### src/rtl/imem_arbiter_if.sv
// Bus bundle between the fetch/debug requesters, the instruction ROM and imem_arbiter.
// The arbiter takes the slave side; requesters and the ROM sit on the master side.
interface imem_arbiter_if;
    logic        if_req;
    logic [31:0] if_addr;
    logic        if_gnt;
    logic        if_rvalid;
    logic [31:0] if_rdata;

    logic        dbg_req;
    logic [31:0] dbg_addr;
    logic        dbg_gnt;
    logic        dbg_rvalid;
    logic [31:0] dbg_rdata;

    logic [31:0] rom_addr;
    logic [31:0] rom_data;

    modport slave (
        input  if_req, if_addr, dbg_req, dbg_addr, rom_data,
        output if_gnt, if_rvalid, if_rdata,
        output dbg_gnt, dbg_rvalid, dbg_rdata,
        output rom_addr
    );

    modport master (
        output if_req, if_addr, dbg_req, dbg_addr, rom_data,
        input  if_gnt, if_rvalid, if_rdata,
        input  dbg_gnt, dbg_rvalid, dbg_rdata,
        input  rom_addr
    );
endinterface

### src/rtl/imem_arbiter.sv
// Shares one combinational-read instruction ROM between fetch (fixed priority) and debug,
// with a starvation counter that forces a debug grant after STARVE_MAX denied cycles.
module imem_arbiter #(
    parameter int unsigned STARVE_MAX = 4,
    parameter int unsigned CNT_W      = 3
) (
    input  logic          clk,
    input  logic          rst_n,
    imem_arbiter_if.slave bus
);

    typedef enum logic [0:0] {
        OWN_FETCH = 1'b0,
        OWN_DEBUG = 1'b1
    } owner_e;

    localparam logic [CNT_W-1:0] SCNT_MAX = CNT_W'(STARVE_MAX);

    // Port 0 is fetch, port 1 is debug.
    logic [1:0]  req;
    logic [31:0] addr      [2];
    logic [31:0] word_addr [2];
    logic [1:0]  gnt;
    logic [1:0]  rvalid;

    logic        valid_q, valid_d;
    owner_e      owner_q, owner_d;
    logic [31:0] data_q,  data_d;
    logic [CNT_W-1:0] scnt_q, scnt_d;
    logic [31:0] rom_addr_d;

    assign req[0]  = bus.if_req;
    assign req[1]  = bus.dbg_req;
    assign addr[0] = bus.if_addr;
    assign addr[1] = bus.dbg_addr;

    genvar gi;
    generate
        for (gi = 0; gi < 2; gi++) begin : g_port
            assign word_addr[gi] = {2'b00, addr[gi][31:2]};
            assign rvalid[gi]    = valid_q && (owner_q == owner_e'(1'(gi)));
        end
    endgenerate

    // Byte offset bits never reach the ROM.
    logic unused_addr_bits;
    assign unused_addr_bits = ^{addr[0][1:0], addr[1][1:0]};

    // Grants are held off while reset is asserted so nothing is accepted then.
    always_comb begin
        gnt        = 2'b00;
        rom_addr_d = 32'd0;
        if (rst_n) begin
            if (req[0] && (!req[1] || (scnt_q < SCNT_MAX))) begin
                gnt[0] = 1'b1;
            end else if (req[1]) begin
                gnt[1] = 1'b1;
            end
        end
        if (gnt[0]) begin
            rom_addr_d = word_addr[0];
        end else if (gnt[1]) begin
            rom_addr_d = word_addr[1];
        end
    end

    always_comb begin
        valid_d = |gnt;
        owner_d = owner_q;
        data_d  = data_q;
        if (|gnt) begin
            data_d  = bus.rom_data;
            owner_d = gnt[1] ? OWN_DEBUG : OWN_FETCH;
        end
    end

    always_comb begin
        scnt_d = scnt_q;
        if (!req[1] || gnt[1]) begin
            scnt_d = '0;
        end else if (scnt_q < SCNT_MAX) begin
            scnt_d = scnt_q + 1'b1;
        end
    end

    always_ff @(posedge clk or negedge rst_n) begin
        if (!rst_n) begin
            valid_q <= 1'b0;
            owner_q <= OWN_FETCH;
            data_q  <= 32'd0;
            scnt_q  <= '0;
        end else begin
            valid_q <= valid_d;
            owner_q <= owner_d;
            data_q  <= data_d;
            scnt_q  <= scnt_d;
        end
    end

    assign bus.if_gnt     = gnt[0];
    assign bus.dbg_gnt    = gnt[1];
    assign bus.rom_addr   = rom_addr_d;
    assign bus.if_rvalid  = rvalid[0];
    assign bus.dbg_rvalid = rvalid[1];
    assign bus.if_rdata   = data_q;
    assign bus.dbg_rdata  = data_q;

endmodule
### src/flat_wrapper.sv
// flat-port wrapper written by rule: the top's interface ports become plain ports
module imem_arbiter_flat 
#(
    parameter int unsigned STARVE_MAX = 4,
    parameter int unsigned CNT_W      = 3
)
  (clk, rst_n, bus_if_req, bus_if_addr, bus_dbg_req, bus_dbg_addr, bus_rom_data, bus_if_gnt, bus_if_rvalid, bus_if_rdata, bus_dbg_gnt, bus_dbg_rvalid, bus_dbg_rdata, bus_rom_addr);
  imem_arbiter_if bus_i ();
  input  logic clk;
  input  logic rst_n;
  input wire logic [$bits(bus_i.if_req)-1:0] bus_if_req;
  input wire logic [$bits(bus_i.if_addr)-1:0] bus_if_addr;
  input wire logic [$bits(bus_i.dbg_req)-1:0] bus_dbg_req;
  input wire logic [$bits(bus_i.dbg_addr)-1:0] bus_dbg_addr;
  input wire logic [$bits(bus_i.rom_data)-1:0] bus_rom_data;
  output wire logic [$bits(bus_i.if_gnt)-1:0] bus_if_gnt;
  output wire logic [$bits(bus_i.if_rvalid)-1:0] bus_if_rvalid;
  output wire logic [$bits(bus_i.if_rdata)-1:0] bus_if_rdata;
  output wire logic [$bits(bus_i.dbg_gnt)-1:0] bus_dbg_gnt;
  output wire logic [$bits(bus_i.dbg_rvalid)-1:0] bus_dbg_rvalid;
  output wire logic [$bits(bus_i.dbg_rdata)-1:0] bus_dbg_rdata;
  output wire logic [$bits(bus_i.rom_addr)-1:0] bus_rom_addr;
  assign bus_i.if_req = bus_if_req;
  assign bus_i.if_addr = bus_if_addr;
  assign bus_i.dbg_req = bus_dbg_req;
  assign bus_i.dbg_addr = bus_dbg_addr;
  assign bus_i.rom_data = bus_rom_data;
  assign bus_if_gnt = bus_i.if_gnt;
  assign bus_if_rvalid = bus_i.if_rvalid;
  assign bus_if_rdata = bus_i.if_rdata;
  assign bus_dbg_gnt = bus_i.dbg_gnt;
  assign bus_dbg_rvalid = bus_i.dbg_rvalid;
  assign bus_dbg_rdata = bus_i.dbg_rdata;
  assign bus_rom_addr = bus_i.rom_addr;
  imem_arbiter #(.STARVE_MAX(STARVE_MAX), .CNT_W(CNT_W)) u_core (.clk(clk), .rst_n(rst_n), .bus(bus_i));
endmodule
### config.mk
export PLATFORM = sky130hd
export DESIGN_NAME = imem_arbiter_flat
export DESIGN_NICKNAME = d
export VERILOG_FILES = /design/src/rtl/imem_arbiter_if.sv /design/src/rtl/imem_arbiter.sv /design/src/flat_wrapper.sv
export SDC_FILE = /design/constraint.sdc
export NUM_CORES = 1
export LEC_CHECK = 0
export BUFFER_PORTS_ARGS = -buffer_cell sky130_fd_sc_hd__buf_2
export CAP_MARGIN = 10
export CORE_ASPECT_RATIO = 0.7
export CORE_MARGIN = 2
export CORE_UTILIZATION = 35
export DETAILED_ROUTE_END_ITERATION = 10
export HOLD_SLACK_MARGIN = 0.12
export PLACE_DENSITY = 0.77
export SYNTH_ARGS = -nofsm -noshare
export SYNTH_HDL_FRONTEND = slang
export SYNTH_SLANG_ARGS = --single-unit
export TNS_END_PERCENT = 30
### constraint.sdc
create_clock -name clk -period 0.91 [get_ports clk]
set_input_delay 0 -clock clk [delete_from_list [all_inputs] [get_ports clk]]
set_output_delay 0 -clock clk [all_outputs]
set_load 0.1 [all_outputs]
==> load_flow_metrics.sql, run 1 <==
INSERT INTO impl_metrics (metric_group, metric, value, unit) VALUES
('grt', 'grt_overflow_total', '144', ''),
('logic_synthesis', 'syn-instance-count', '236', ''),
('floorplanning', 'starting_density_of_the_core', '37.0', '%'),
('floorplanning', 'die_w', '102', 'um'),
('status', 'outcome.stop_stage', 'global routing (5_1_grt)', ''),
('clock_network', 'bufs_on_longest_clock_path', '2', ''),
('floorplanning', 'rows', '24', ''),
('place', 'place_worst_setup_slack', '-339', 'ps'),
('logic_synthesis', 'synth_sequential_area_ratio', '39.5', '%'),
('clock_network', 'cts_made_buffers', '5', ''),
('logic_synthesis', 'synth_area', '2340', 'um^2'),
('status', 'stop_error', '[ERROR GRT-0232] Routing congestion too high. Check the congestion heatmap in the GUI.', ''),
('logic_synthesis', 'yosys_register_bits', '37', ''),
('logic_synthesis', 'synth-warning-count', '0', ''),
('clock_network', 'clock_tree.htree_level_count', '2', ''),
('sta', 'timing.repair.worst_endpoint_type', 'output port', ''),
('logic_synthesis', 'synth-edff-count', '0', ''),
('place', 'gp_routability_congestion', '0.697', ''),
('status', 'run_status', 'stopped before the end', ''),
('place', 'placement.cell_area', '5580', 'um^2'),
('clock_network', 'clock_tree.root_cell', 'sky130_fd_sc_hd__clkbuf_8', ''),
('place', 'io_buffer_count', '193', ''),
('sta', 'grt_worst_setup_endpoint', 'bus_rom_addr[2]', ''),
('floorplanning', 'die-height', '72.4', 'um'),
('logic_synthesis', 'asyncSetResetFlopFracSynth', '100', '%'),
('grt', 'grt_start_max_net_pins', '35', ''),
('place', 'dp.final_hpwl', '8410', 'um'),
('clock_network', 'clock_tree_sinks', '37', ''),
('logic_synthesis', 'distinct_cell_type_count_after_synthesis', '28', ''),
('floorplanning', 'pin_count', '200', ''),
('logic_synthesis', 'synth_ff_type', 'sky130_fd_sc_hd__dfrtp_1', ''),
('grt', 'gr-usage-all-layers', '74.8', '%'),
('logic_synthesis', 'post_synth.cell_area_avg', '9.92', 'um^2');
## kinds of logic after synthesis
logic type               share of synthesized area (%)
other                                            0.160
multiplexers                                      15.8
buffers and inverters                             17.2
AO/OA/AOI/OAI                                     14.7
adder cells (fa/ha/maj)                          0.534
AND/OR/NAND/NOR                                   11.7
XOR/XNOR                                         0.374
flip-flops                                        39.5
## metal layers
layer | GRT usage [%] | GRT overflow
met5 | 0 | 0
met1 | 70.8 | 0
met2 | 96.5 | 66
met3 | 51.2 | 0
met4 | 93.5 | 78
## synthesized netlist by cell type, types with 2 or more instances
master | number | area (um^2)
sky130_fd_sc_hd__buf_2 | 10 | 50.1
sky130_fd_sc_hd__buf_4 | 34 | 255
sky130_fd_sc_hd__buf_6 | 6 | 67.6
sky130_fd_sc_hd__clkbuf_1 | 5 | 18.8
sky130_fd_sc_hd__dfrtp_1 | 37 | 926
sky130_fd_sc_hd__inv_1 | 3 | 11.3
sky130_fd_sc_hd__mux2_1 | 2 | 22.5
sky130_fd_sc_hd__mux2_2 | 30 | 338
sky130_fd_sc_hd__nand2_1 | 60 | 225
sky130_fd_sc_hd__nor2b_1 | 3 | 18.8
sky130_fd_sc_hd__o32ai_1 | 28 | 245
sky130_fd_sc_hd__o32ai_2 | 2 | 32.5
## repair_timing
item	in CTS
gates cloned	1
hold buffers	36
buffers inserted	1
hold endpoints to repair	70
pin swaps	10
endpoints found under the setup margin	102
gates resized for setup	38
## through the flow
| step | hold slack, ps | utilization (%) | instances |
|---|---|---|---|
| floorplan | -296 | - | 237 |
| global placement | -2.09 | 88.0 | 519 |
| detailed placement | 5.34 | 88.0 | 519 |
| CTS | 166 | 97.7 | 565 |
==> run 2, diff against run 1 <==
CORE_ASPECT_RATIO = not set   (was 0.7)
CORE_UTILIZATION = 39   (was 35)
HOLD_SLACK_MARGIN = not set   (was 0.12)
PLACE_DENSITY = not set   (was 0.77)
PLACE_DENSITY_LB_ADDON = 0.15   (was not set)
clock period = 1.2 ns   (was 0.91 ns; I/O delays follow)
==> load_flow_metrics.sql, run 2 <==
INSERT INTO impl_metrics (metric_group, metric, value, unit) VALUES
('sta', 'tns', '-9060', 'ps'),
('place', 'dp.final_hpwl', '5740', 'um'),
('layout', 'commonest_cells_after_routing_fill_and_taps_aside', 'sky130_fd_sc_hd__buf_2, sky130_fd_sc_hd__nand2_1, sky130_fd_sc_hd__buf_12', ''),
('sta', 'fmax', '662', 'MHz'),
('logic_synthesis', 'distinct_cell_type_count_after_synthesis', '28', ''),
('logic_synthesis', 'asyncSetResetFlopFracSynth', '100', '%'),
('clock_network', 'bufs_on_longest_clock_path', '2', ''),
('layout', 'layout.core_utilization', '82.1', '%'),
('worst_setup_path', 'cp.arrival', '1510', 'ps'),
('power', 'power_per_cell_area', '1470', 'nW/um^2'),
('place', 'gp_routability_congestion', '0.688', ''),
('grt', 'grt_start_max_net_pins', '47', ''),
('status', 'run_status', 'finished, violations left', ''),
('worst_setup_path', 'worst_path_most_repeated_cell', 'sky130_fd_sc_hd__buf_12', ''),
('routing', 'routed_via_density', '4.92', ''),
('worst_setup_path', 'worst_ep_required_time', '1200', 'ps'),
('worst_setup_path', 'cpPeakStageDelay', '440', 'ps'),
('logic_synthesis', 'synth_ff_type', 'sky130_fd_sc_hd__dfrtp_1', ''),
('grt', 'antenna_found_initial', '0', ''),
('sta', 'drv_slew', '0', ''),
('layout', 'layout.cells.most_common', 'sky130_fd_sc_hd__buf_2', ''),
('power', 'power_frac_clock', '14.7', '%'),
('routing', 'drt-initial-drc-count', '46', ''),
('hold_path', 'hold_path_class', 'in -> async', ''),
('routing', 'detailedRoute.firstPassIterationCount', '4', ''),
('floorplanning', 'floorplan.core_area', '5850', 'um^2'),
('logic_synthesis', 'post_synth_most_frequent_cells', 'sky130_fd_sc_hd__nand2_1, sky130_fd_sc_hd__dfrtp_1, sky130_fd_sc_hd__buf_4, sky130_fd_sc_hd__mux2_2, sky130_fd_sc_hd__o32ai_1', ''),
('clock_network', 'insertion_delay', '270', 'ps'),
('logic_synthesis', 'synth_area', '2340', 'um^2'),
('logic_synthesis', 'synth_sequential_area_ratio', '39.5', '%'),
('logic_synthesis', 'yosys_register_bits', '37', ''),
('floorplanning', 'die_w', '81.5', 'um'),
('sta', 'fin_crit', '1510', 'ps'),
('floorplanning', 'die-height', '81.5', 'um'),
('routing', 'totalWireLength', '8130', 'um'),
('floorplanning', 'pin_count', '200', ''),
('sta', 'post-route-worst-setup-slack', '-310', 'ps'),
('layout', 'largest_reg_flops', '32', ''),
('place', 'placed_cells', '462', ''),
('grt', 'grt_overflow_total', '0', ''),
('grt', 'grt_pass1_wl', '12100', 'um'),
('logic_synthesis', 'synth_top_cell_area_share', '39.5', '%'),
('layout', 'final-seq-area', '927', 'um^2'),
('clock_network', 'clock_tree_sinks', '37', ''),
('logic_synthesis', 'synthMostInstantiatedCell', 'sky130_fd_sc_hd__nand2_1', ''),
('layout', 'finish.cell_count_without_fillers', '506', ''),
('layout', 'antenna-diode-count', '0', ''),
('layout', 'final_net_count', '531', ''),
('worst_setup_path', 'regToRegSetupSlack', '-60', 'ps'),
('layout', 'layout.filler_cells', '356', ''),
('sta', 'finalHoldViolCount', '0', ''),
('layout', 'share_of_final_layout_standard_cells_stronger_than_drive_strength_1', '66.4', '%'),
('place', 'io_buffer_count', '193', ''),
('floorplanning', 'starting_density_of_the_core', '40.0', '%'),
('layout', 'areaGrowthSynthToFinish', '105', '%'),
('floorplanning', 'die-area', '6640', 'um^2'),
('power', 'p_sw', '0.00396', 'W'),
('worst_setup_path', 'cp_cell_sequence', 'a21bo_4 > buf_12 > o32ai_4 > buf_12', ''),
('clock_network', 'clock_tree.root_cell', 'sky130_fd_sc_hd__clkbuf_8', ''),
('logic_synthesis', 'yosysTopAreaCell', 'sky130_fd_sc_hd__dfrtp_1', ''),
('power', 'sw_frac_of_total', '56.1', '%'),
('layout', 'multiInputGateArea', '1620', 'um^2'),
('clock_network', 'clock_tree.htree_level_count', '2', ''),
('clock_network', 'clk_pin_slew', '80', 'ps'),
('clock_network', 'cts_tree', 'yes', ''),
('worst_setup_path', 'path_max_fanout', '12', ''),
('sta', 'skew', '2.14', 'ps'),
('sta', 'setup_viol', '33', ''),
('routing', 'route.detailed.drc', '0', ''),
('sta', 'grt_setup_unrepaired', 'yes', ''),
('logic_synthesis', 'synth_area_leaders', 'sky130_fd_sc_hd__dfrtp_1, sky130_fd_sc_hd__mux2_2, sky130_fd_sc_hd__buf_4', ''),
('worst_setup_path', 'end_kind', 'primary output', ''),
('routing', 'routedWlPerCell', '16.1', 'um'),
('run', 'cap_viol_max_count', '0', ''),
('logic_synthesis', 'synth-edff-count', '0', ''),
('worst_setup_path', 'start_kind', 'flop', ''),
('floorplanning', 'rows', '28', ''),
('clock_network', 'cts_made_buffers', '5', ''),
('logic_synthesis', 'post_synth.cell_area_avg', '9.92', 'um^2'),
('worst_setup_path', 'critical_path_class', 'reg -> out', ''),
('logic_synthesis', 'syn-instance-count', '236', ''),
('status', 'failed_checks', 'negative setup slack', ''),
('grt', 'gr-usage-all-layers', '23.6', '%'),
('sta', 'period_share', '126', '%'),
('power', 'irDropWorstVdd', '1.29', 'mV'),
('worst_setup_path', 'timing.critical_path.slowest_stage_cell', 'sky130_fd_sc_hd__dfrtp_2', ''),
('power', 'power_report.internal_total', '0.00309', 'W'),
('grt', 'grt_pass1_vias', '2450', ''),
('logic_synthesis', 'synth-warning-count', '0', ''),
('routing', 'antenna_left', '0', ''),
('power', 'power.leakage', '2.13', 'nW'),
('routing', 'detailroute.via_count', '2488', ''),
('power', 'seq_power_share', '21.8', '%'),
('power', 'p_comb_share', '63.6', '%');
[run 2: cell counts after synthesis]
Identical to the previous run, type by type.
[run 2: what timing repair did]
action | 4_1_cts | 5_1_grt
gates resized for setup | 0 | 4
buffers inserted | 1 | 1
pin swaps | 5 | 1
endpoints found under the setup margin | 32 | 32
hold buffers | 33 | 0
hold endpoints to repair | 40 | 0
cloned | 0 | 1
[run 2: worst paths after layout]
path                                     startpoint                  endpoint  cells after the start
hold reg to reg            u_core.bus.dbg_rdata[11]  u_core.bus.dbg_rdata[11]                      1
min in group clk                        bus_dbg_req          u_core.scnt_q[2]                      2
hold / removal                                rst_n  u_core.bus.dbg_rdata[18]                      3
setup reg to reg                   u_core.scnt_q[2]          u_core.scnt_q[2]                      4
setup / recovery                   u_core.scnt_q[2]          bus_rom_addr[21]                      4
max in group asynchronous                     rst_n            u_core.valid_q                      3
[run 2: power by group through the flow]
| stage | registers (W) | clock network [W] | logic (W) |
|---|---|---|---|
| after floorplan | 0.00260 | 0 | 0.00259 |
| after CTS | 0.00152 | 0.00106 | 0.00446 |
| after global routing | 0.00156 | 0.00114 | 0.00461 |
| after detailed placement | 0.00154 | 0 | 0.00437 |
| final | 0.00153 | 0.00103 | 0.00448 |
| after global placement | 0.00153 | 0 | 0.00433 |
[run 2: metal layers]
layer	vias up	global-route usage [%]	share of wire [%]
li1	1183	-	-
met1	1191	25.7	35
met2	104	45.9	56
met3	10	5.38	7.6
met4	0	5.42	1.4
met5	-	0	0
[run 2: final cells by class]
cell class,instances,share of cell area [%]
well taps,75,1.95
inverters,3,0.234
clock inverters,2,0.808
flip-flops and latches,37,19.3
multi-input cells,142,33.6
clock buffers,6,1.51
repair buffers,241,42.5
[run 2: logic make-up after synthesis]
family,share of synthesized area (%)
AOI/OAI and AO/OA,14.7
xor gates and xnor gates,0.374
adders and majority gates,0.534
buffers and inverters,17.2
DFF,39.5
muxes,15.8
other,0.160
and+or+nand+nor,11.7
[run 2: critical path: cells and delay by family, from the launching register on]
family | cells | cell delay [ps]
AOI/OAI and AO/OA | 2 | 400
DFF | 1 | 440
buffers and inverters | 2 | 380
[run 2: through the flow]
stage | cell area [um^2] | setup WS, ps | hold slack (ps) | total power [W]
after floorplan | 2950 | -479 | -296 | 0.00519
after global placement | 4300 | -28.1 | -2.65 | 0.00586
after detailed placement | 4300 | -60.6 | 5.39 | 0.00591
after CTS | 4750 | -328 | 39.8 | 0.00704
after global routing | 4800 | -365 | 52.0 | 0.00731
final | 4800 | -310 | 39.6 | 0.00705
Note: power is estimated with default switching activity, not from simulation.
==> run 3, diff against run 2 <==
PLACE_DENSITY = 0.82   (was not set)
PLACE_DENSITY_LB_ADDON = not set   (was 0.15)
RECOVER_POWER = 50   (was not set)
==> load_flow_metrics.sql, run 3 (same netlist as run 2, synthesis figures left out) <==
INSERT INTO impl_metrics (metric_group, metric, value, unit) VALUES
('worst_setup_path', 'start_kind', 'flop', ''),
('worst_setup_path', 'cp_num_buf_inv', '2', ''),
('hold_path', 'worst_hold_path.num_cells', '2', ''),
('run', 'cap_viol_max_count', '0', ''),
('layout', 'final-seq-area', '927', 'um^2'),
('worst_setup_path', 'timing.critical_path.slowest_stage_cell', 'sky130_fd_sc_hd__dfrtp_2', ''),
('layout', 'layout.core_utilization', '81.4', '%'),
('grt', 'grt_overflow_total', '0', ''),
('clock_network', 'cts_made_buffers', '5', ''),
('sta', 'timing.slew.headroom', '45.5', '%'),
('floorplanning', 'rows', '28', ''),
('sta', 'setup_viol', '47', ''),
('worst_setup_path', 'regToRegSetupSlack', '110', 'ps'),
('hold_path', 'worstHoldEndpoint', 'u_core.scnt_q[2]', ''),
('layout', 'final_net_count', '532', ''),
('floorplanning', 'floorplan.core_area', '5850', 'um^2'),
('layout', 'commonest_cells_after_routing_fill_and_taps_aside', 'sky130_fd_sc_hd__buf_2, sky130_fd_sc_hd__nand2_1, sky130_fd_sc_hd__buf_12', ''),
('hold_path', 'hold_path_startpoint', 'bus_dbg_req', ''),
('routing', 'detailedRoute.firstPassIterationCount', '4', ''),
('status', 'failed_checks', 'negative setup slack', ''),
('layout', 'largest_reg_flops', '32', ''),
('floorplanning', 'die-height', '81.5', 'um'),
('layout', 'multiInputGateArea', '1600', 'um^2'),
('worst_setup_path', 'critical_path_class', 'reg -> out', ''),
('routing', 'routedWlPerCell', '18.1', 'um'),
('layout', 'finish.cell_count_without_fillers', '508', ''),
('place', 'dp.final_hpwl', '6280', 'um'),
('worst_setup_path', 'worst_ep_required_time', '1200', 'ps'),
('clock_network', 'clock_tree.root_cell', 'sky130_fd_sc_hd__clkbuf_8', ''),
('sta', 'drv_slew', '0', ''),
('clock_network', 'clock_tree.htree_level_count', '2', ''),
('clock_network', 'clk_pin_slew', '70', 'ps'),
('worst_setup_path', 'cp.arrival', '1540', 'ps'),
('routing', 'routed_via_density', '5.06', ''),
('sta', 'fin_crit', '1540', 'ps'),
('grt', 'gr-usage-all-layers', '26.5', '%'),
('place', 'gp_routability_congestion', '0.812', ''),
('place', 'placed_cells', '463', ''),
('sta', 'skew', '0.998', 'ps'),
('floorplanning', 'die_w', '81.5', 'um'),
('floorplanning', 'die-area', '6640', 'um^2'),
('routing', 'totalWireLength', '9200', 'um'),
('grt', 'grt_start_max_net_pins', '34', ''),
('clock_network', 'clock_tree_sinks', '37', ''),
('status', 'run_status', 'finished, violations left', ''),
('worst_setup_path', 'cpPeakStageDelay', '440', 'ps'),
('sta', 'post-route-worst-setup-slack', '-337', 'ps'),
('worst_setup_path', 'path_max_fanout', '14', ''),
('sta', 'hold_slack', '66.3', 'ps'),
('sta', 'grt_setup_unrepaired', 'yes', ''),
('power', 'irDropWorstVdd', '1.42', 'mV'),
('grt', 'grt_pass1_vias', '2743', ''),
('layout', 'areaGrowthSynthToFinish', '103', '%'),
('sta', 'period_share', '128', '%'),
('layout', 'share_of_final_layout_standard_cells_stronger_than_drive_strength_1', '65.7', '%'),
('worst_setup_path', 'top_cell_family_by_delay_on_the_critical_path', 'flip-flops', ''),
('sta', 'tns', '-9750', 'ps'),
('power', 'power_per_cell_area', '1490', 'nW/um^2'),
('sta', 'finalHoldViolCount', '0', ''),
('sta', 'fmax', '651', 'MHz'),
('worst_setup_path', 'end_kind', 'primary output', ''),
('clock_network', 'cts_tree', 'yes', ''),
('routing', 'detailroute.via_count', '2568', ''),
('sta', 'slew_worst_pin', '818', 'ps'),
('routing', 'route.detailed.drc', '0', ''),
('worst_setup_path', 'cp_cell_sequence', 'a21bo_4 > buf_12 > o32ai_4 > buf_12', ''),
('layout', 'layout.filler_cells', '339', ''),
('grt', 'antenna_found_initial', '1', ''),
('routing', 'antenna_left', '0', ''),
('worst_setup_path', 'rr_worst_depth', '3', ''),
('worst_setup_path', 'rr_startpoint', 'u_core.scnt_q[2]', ''),
('clock_network', 'insertion_delay', '270', 'ps'),
('worst_setup_path', 'worst_path_most_repeated_cell', 'sky130_fd_sc_hd__buf_12', ''),
('hold_path', 'hold_path_class', 'in -> reg', ''),
('floorplanning', 'pin_count', '200', ''),
('floorplanning', 'starting_density_of_the_core', '40.0', '%'),
('layout', 'layout.cells.most_common', 'sky130_fd_sc_hd__buf_2', ''),
('place', 'io_buffer_count', '193', ''),
('grt', 'grt_pass1_wl', '13500', 'um'),
('routing', 'drt-initial-drc-count', '88', ''),
('clock_network', 'bufs_on_longest_clock_path', '2', ''),
('power', 'power.leakage', '2.11', 'nW'),
('worst_setup_path', 'worstReg2RegEnd', 'u_core.scnt_q[2]', '');
-- run 3: cell count changes in the layout (fill, tap and decap cells not counted) --
cell	change
sky130_fd_sc_hd__o2bb2ai_2	-1
sky130_fd_sc_hd__clkbuf_1	+1
sky130_fd_sc_hd__o2bb2ai_1	+1
sky130_fd_sc_hd__o221a_4	-1
sky130_fd_sc_hd__clkbuf_4	+3
sky130_fd_sc_hd__diode_2	+1
sky130_fd_sc_hd__o221a_2	+1
sky130_fd_sc_hd__dlygate4sd3_1	+1
sky130_fd_sc_hd__buf_12	-2
sky130_fd_sc_hd__buf_6	-1
sky130_fd_sc_hd__clkbuf_2	+3
sky130_fd_sc_hd__buf_4	-2
sky130_fd_sc_hd__buf_2	-2
-- run 3: repair_timing --
item                                   4_1_cts  5_1_grt
gates cloned                                 0        1
setup endpoints to repair                   32       33
hold buffers                                34        0
endpoints found under the hold margin       47        0
pin swaps                                    3        2
buffers inserted                             1        0
gates resized for setup                      0        2
-- run 3: per-stage QoR --
step	power [W]	area [um^2]	setup slack, ps
final	0.00711	4760	-337
after global routing	0.00730	4760	-384
after CTS	0.00711	4790	-341
after detailed placement	0.00596	4340	-59.5
after global placement	0.00589	4340	-11.9
after floorplan	0.00519	2950	-479
-- run 3: worst max-delay path by stage --
stage	depth (start not counted)	endpoint	slack, ps	startpoint
6_report	4	bus_rom_addr[25]	-340	u_core.scnt_q[2]
5_1_grt	4	bus_rom_addr[25]	-380	u_core.scnt_q[2]
4_1_cts	4	bus_rom_addr[25]	-340	u_core.scnt_q[2]
3_5_place_dp	4	bus_rom_addr[25]	-60	u_core.scnt_q[2]
3_3_place_gp	4	bus_rom_addr[13]	-10	u_core.scnt_q[2]
2_1_floorplan	4	bus_rom_addr[10]	-480	bus_dbg_req
-- run 3: report_power, final --
part           internal [W]  switching [W]
Sequential          0.00141       0.000132
Combinational       0.00104        0.00344
Clock              0.000624       0.000454
-- run 3: metal layers --
metal	vias up	GRT usage, %	share of wire (%)
met4	0	10.3	2.7
met5	-	0	0
met1	1242	26.7	33
li1	1184	-	-
met3	24	6.92	7.0
met2	118	51.2	58
-- run 3: final cells by class --
type	count	area share [%]
multi-input cells	142	33.6
inverters	3	0.236
well taps	75	1.97
repair buffers	242	42.4
diodes	1	0.0525
clock buffers	6	1.52
clock inverters	2	0.814
flip-flops and latches	37	19.5
==> run 4, diff against run 3 <==
CORE_UTILIZATION = 35   (was 39)
PLACE_DENSITY = 0.75   (was 0.82)
==> load_flow_metrics.sql, run 4 (same netlist as run 2, synthesis figures left out) <==
INSERT INTO impl_metrics (metric_group, metric, value, unit) VALUES
('floorplanning', 'floorplan.core_area', '6420', 'um^2'),
('hold_path', 'hold_path_startpoint', 'bus_if_req', ''),
('power', 'power_per_cell_area', '1480', 'nW/um^2'),
('worst_setup_path', 'start_kind', 'flop', ''),
('worst_setup_path', 'rr_worst_depth', '3', ''),
('worst_setup_path', 'critical_path_class', 'reg -> out', ''),
('layout', 'areaGrowthSynthToFinish', '105', '%'),
('grt', 'antenna_found_initial', '0', ''),
('clock_network', 'clk_pin_slew', '80', 'ps'),
('sta', 'finalHoldViolCount', '0', ''),
('place', 'io_buffer_count', '193', ''),
('routing', 'route.detailed.drc', '11', ''),
('clock_network', 'cts_tree', 'yes', ''),
('sta', 'grt_setup_unrepaired', 'yes', ''),
('routing', 'routedWlPerCell', '16.0', 'um'),
('routing', 'drt-initial-drc-count', '64', ''),
('sta', 'skew', '0.813', 'ps'),
('worst_setup_path', 'top_cell_family_by_delay_on_the_critical_path', 'flip-flops', ''),
('floorplanning', 'die-height', '85.8', 'um'),
('place', 'placed_cells', '469', ''),
('clock_network', 'cts_setup_buffers', '0', ''),
('sta', 'period_share', '126', '%'),
('floorplanning', 'die-area', '7360', 'um^2'),
('layout', 'finish.cell_count_without_fillers', '512', ''),
('layout', 'commonest_cells_after_routing_fill_and_taps_aside', 'sky130_fd_sc_hd__buf_2, sky130_fd_sc_hd__nand2_1, sky130_fd_sc_hd__buf_12', ''),
('sta', 'post-route-worst-setup-slack', '-317', 'ps'),
('worst_setup_path', 'cp_cell_sequence', 'a21bo_4 > buf_12 > o32ai_4 > buf_12', ''),
('clock_network', 'clock_tree.htree_level_count', '2', ''),
('layout', 'layout.core_utilization', '74.6', '%'),
('hold_path', 'hold_path_class', 'in -> reg', ''),
('worst_setup_path', 'path_max_fanout', '14', ''),
('worst_setup_path', 'cp.arrival', '1520', 'ps'),
('worst_setup_path', 'worst_ep_required_time', '1200', 'ps'),
('worst_setup_path', 'end_kind', 'primary output', ''),
('routing', 'antenna_left', '0', ''),
('run', 'cap_viol_max_count', '0', ''),
('floorplanning', 'die_w', '85.8', 'um'),
('layout', 'layout.filler_cells', '417', ''),
('clock_network', 'clock_tree_sinks', '37', ''),
('clock_network', 'clock_tree.root_cell', 'sky130_fd_sc_hd__clkbuf_8', ''),
('hold_path', 'worstHoldEndpoint', 'u_core.scnt_q[1]', ''),
('worst_setup_path', 'worst_path_most_repeated_cell', 'sky130_fd_sc_hd__buf_12', ''),
('power', 'fin_total_pwr', '0.00708', 'W'),
('layout', 'share_of_final_layout_standard_cells_stronger_than_drive_strength_1', '65.3', '%'),
('hold_path', 'worst_hold_path.num_cells', '3', ''),
('routing', 'totalWireLength', '8200', 'um'),
('routing', 'detailedRoute.firstPassIterationCount', '7', ''),
('sta', 'drv_slew', '0', ''),
('sta', 'fmax', '659', 'MHz'),
('place', 'gp_routability_congestion', '0.725', ''),
('routing', 'routed_via_density', '5.02', ''),
('grt', 'gr-usage-all-layers', '21.8', '%'),
('worst_setup_path', 'cp_num_buf_inv', '2', ''),
('sta', 'timing.slew.headroom', '46.8', '%'),
('worst_setup_path', 'cpPeakStageDelay', '430', 'ps'),
('sta', 'slew_worst_pin', '797', 'ps'),
('status', 'failed_checks', 'design-rule violations, negative setup slack', ''),
('clock_network', 'insertion_delay', '280', 'ps'),
('layout', 'antenna-diode-count', '0', ''),
('worst_setup_path', 'rr_startpoint', 'u_core.scnt_q[2]', ''),
('worst_setup_path', 'worstReg2RegEnd', 'u_core.scnt_q[2]', ''),
('worst_setup_path', 'timing.critical_path.slowest_stage_cell', 'sky130_fd_sc_hd__dfrtp_1', ''),
('clock_network', 'cts_made_buffers', '5', ''),
('layout', 'largest_reg_flops', '32', ''),
('grt', 'grt_start_max_net_pins', '34', ''),
('layout', 'multiInputGateArea', '1600', 'um^2'),
('grt', 'grt_pass1_wl', '12700', 'um'),
('place', 'dp.final_hpwl', '6010', 'um'),
('power', 'power.leakage', '2.13', 'nW'),
('sta', 'setup_viol', '64', ''),
('floorplanning', 'rows', '29', ''),
('sta', 'fin_crit', '1520', 'ps'),
('floorplanning', 'pin_count', '200', ''),
('grt', 'grt_pass1_vias', '2668', ''),
('layout', 'layout.cells.most_common', 'sky130_fd_sc_hd__buf_2', ''),
('clock_network', 'bufs_on_longest_clock_path', '2', ''),
('layout', 'final_net_count', '535', ''),
('power', 'irDropWorstVdd', '1.79', 'mV'),
('worst_setup_path', 'regToRegSetupSlack', '90', 'ps'),
('grt', 'grt_overflow_total', '0', ''),
('floorplanning', 'starting_density_of_the_core', '36.5', '%'),
('status', 'run_status', 'finished, violations left', ''),
('layout', 'final-seq-area', '926', 'um^2'),
('routing', 'detailroute.via_count', '2570', '');
-- run 4: cell count changes in the layout (fill, tap and decap cells not counted), moves of 2 or more --
cell | previous run | this run
sky130_fd_sc_hd__buf_12 | 40 | 42
sky130_fd_sc_hd__buf_2 | 156 | 158
sky130_fd_sc_hd__buf_4 | 4 | 6
sky130_fd_sc_hd__clkbuf_2 | 3 | 1
sky130_fd_sc_hd__clkbuf_4 | 3 | 1
-- run 4: tightest hold or removal path, cell delays in order --
cell,delay [ps]
sky130_fd_sc_hd__buf_2,140
sky130_fd_sc_hd__nand4b_1,90
sky130_fd_sc_hd__o21ai_1,70
-- run 4: worst max path at each step --
stage / startpoint / to / slack [ps] / depth (start not counted)
final: u_core.scnt_q[2] / bus_rom_addr[22] / -320 / 4
after global routing: u_core.scnt_q[2] / bus_rom_addr[26] / -380 / 4
after CTS: u_core.scnt_q[2] / bus_rom_addr[22] / -340 / 4
after detailed placement: u_core.scnt_q[2] / bus_rom_addr[22] / -30 / 4
after global placement: u_core.scnt_q[2] / bus_rom_addr[28] / 5 / 4
after floorplan: bus_dbg_req / bus_rom_addr[10] / -480 / 4
-- run 4: final cells by class --
type                            instances  area share [%]
Timing Repair Buffer                  245            42.7
Inverter                                3           0.235
Clock inverter                          2           0.809
Sequential cell                        37            19.3
Multi-Input combinational cell        142            33.4
Clock buffer                            6            1.51
Tap cell                               77            2.01
-- run 4: repair_timing --
| action | CTS | global route |
|---|---|---|
| gates cloned | 0 | 0 |
| pin swaps | 2 | 4 |
| gates resized for setup | 0 | 1 |
| endpoints found under the hold margin | 69 | 0 |
| endpoints found under the setup margin | 32 | 33 |
| hold buffers | 35 | 0 |
-- run 4: per-layer routing --
layer,part of all wire (%),global-route usage (%)
met5,0,0
met2,58,43.4
met4,3.2,9.24
met3,7.6,6.06
met1,31,20.6
-- run 4: stage by stage --
| step | hold WS [ps] | TNS, ps | setup slack, ps | instance area, um^2 |
|---|---|---|---|---|
| finish | 52.1 | -15440 | -317 | 4790 |
| global route | 35.9 | -19980 | -382 | 4790 |
| CTS | 41.7 | -10030 | -335 | 4810 |
| detailed placement | -122 | -356 | -28.1 | 4350 |
| global placement | -123 | 0 | 5.40 | 4350 |
| floorplan | -296 | -20160 | -479 | 2950 |
-- run 4: power by group --
part | total, W | leakage, nW | internal, W | switching [W]
clock network | 0.00108 | 0.0554 | 0.000624 | 0.000460
registers | 0.00153 | 0.439 | 0.00141 | 0.000124
logic | 0.00446 | 1.63 | 0.00105 | 0.00341
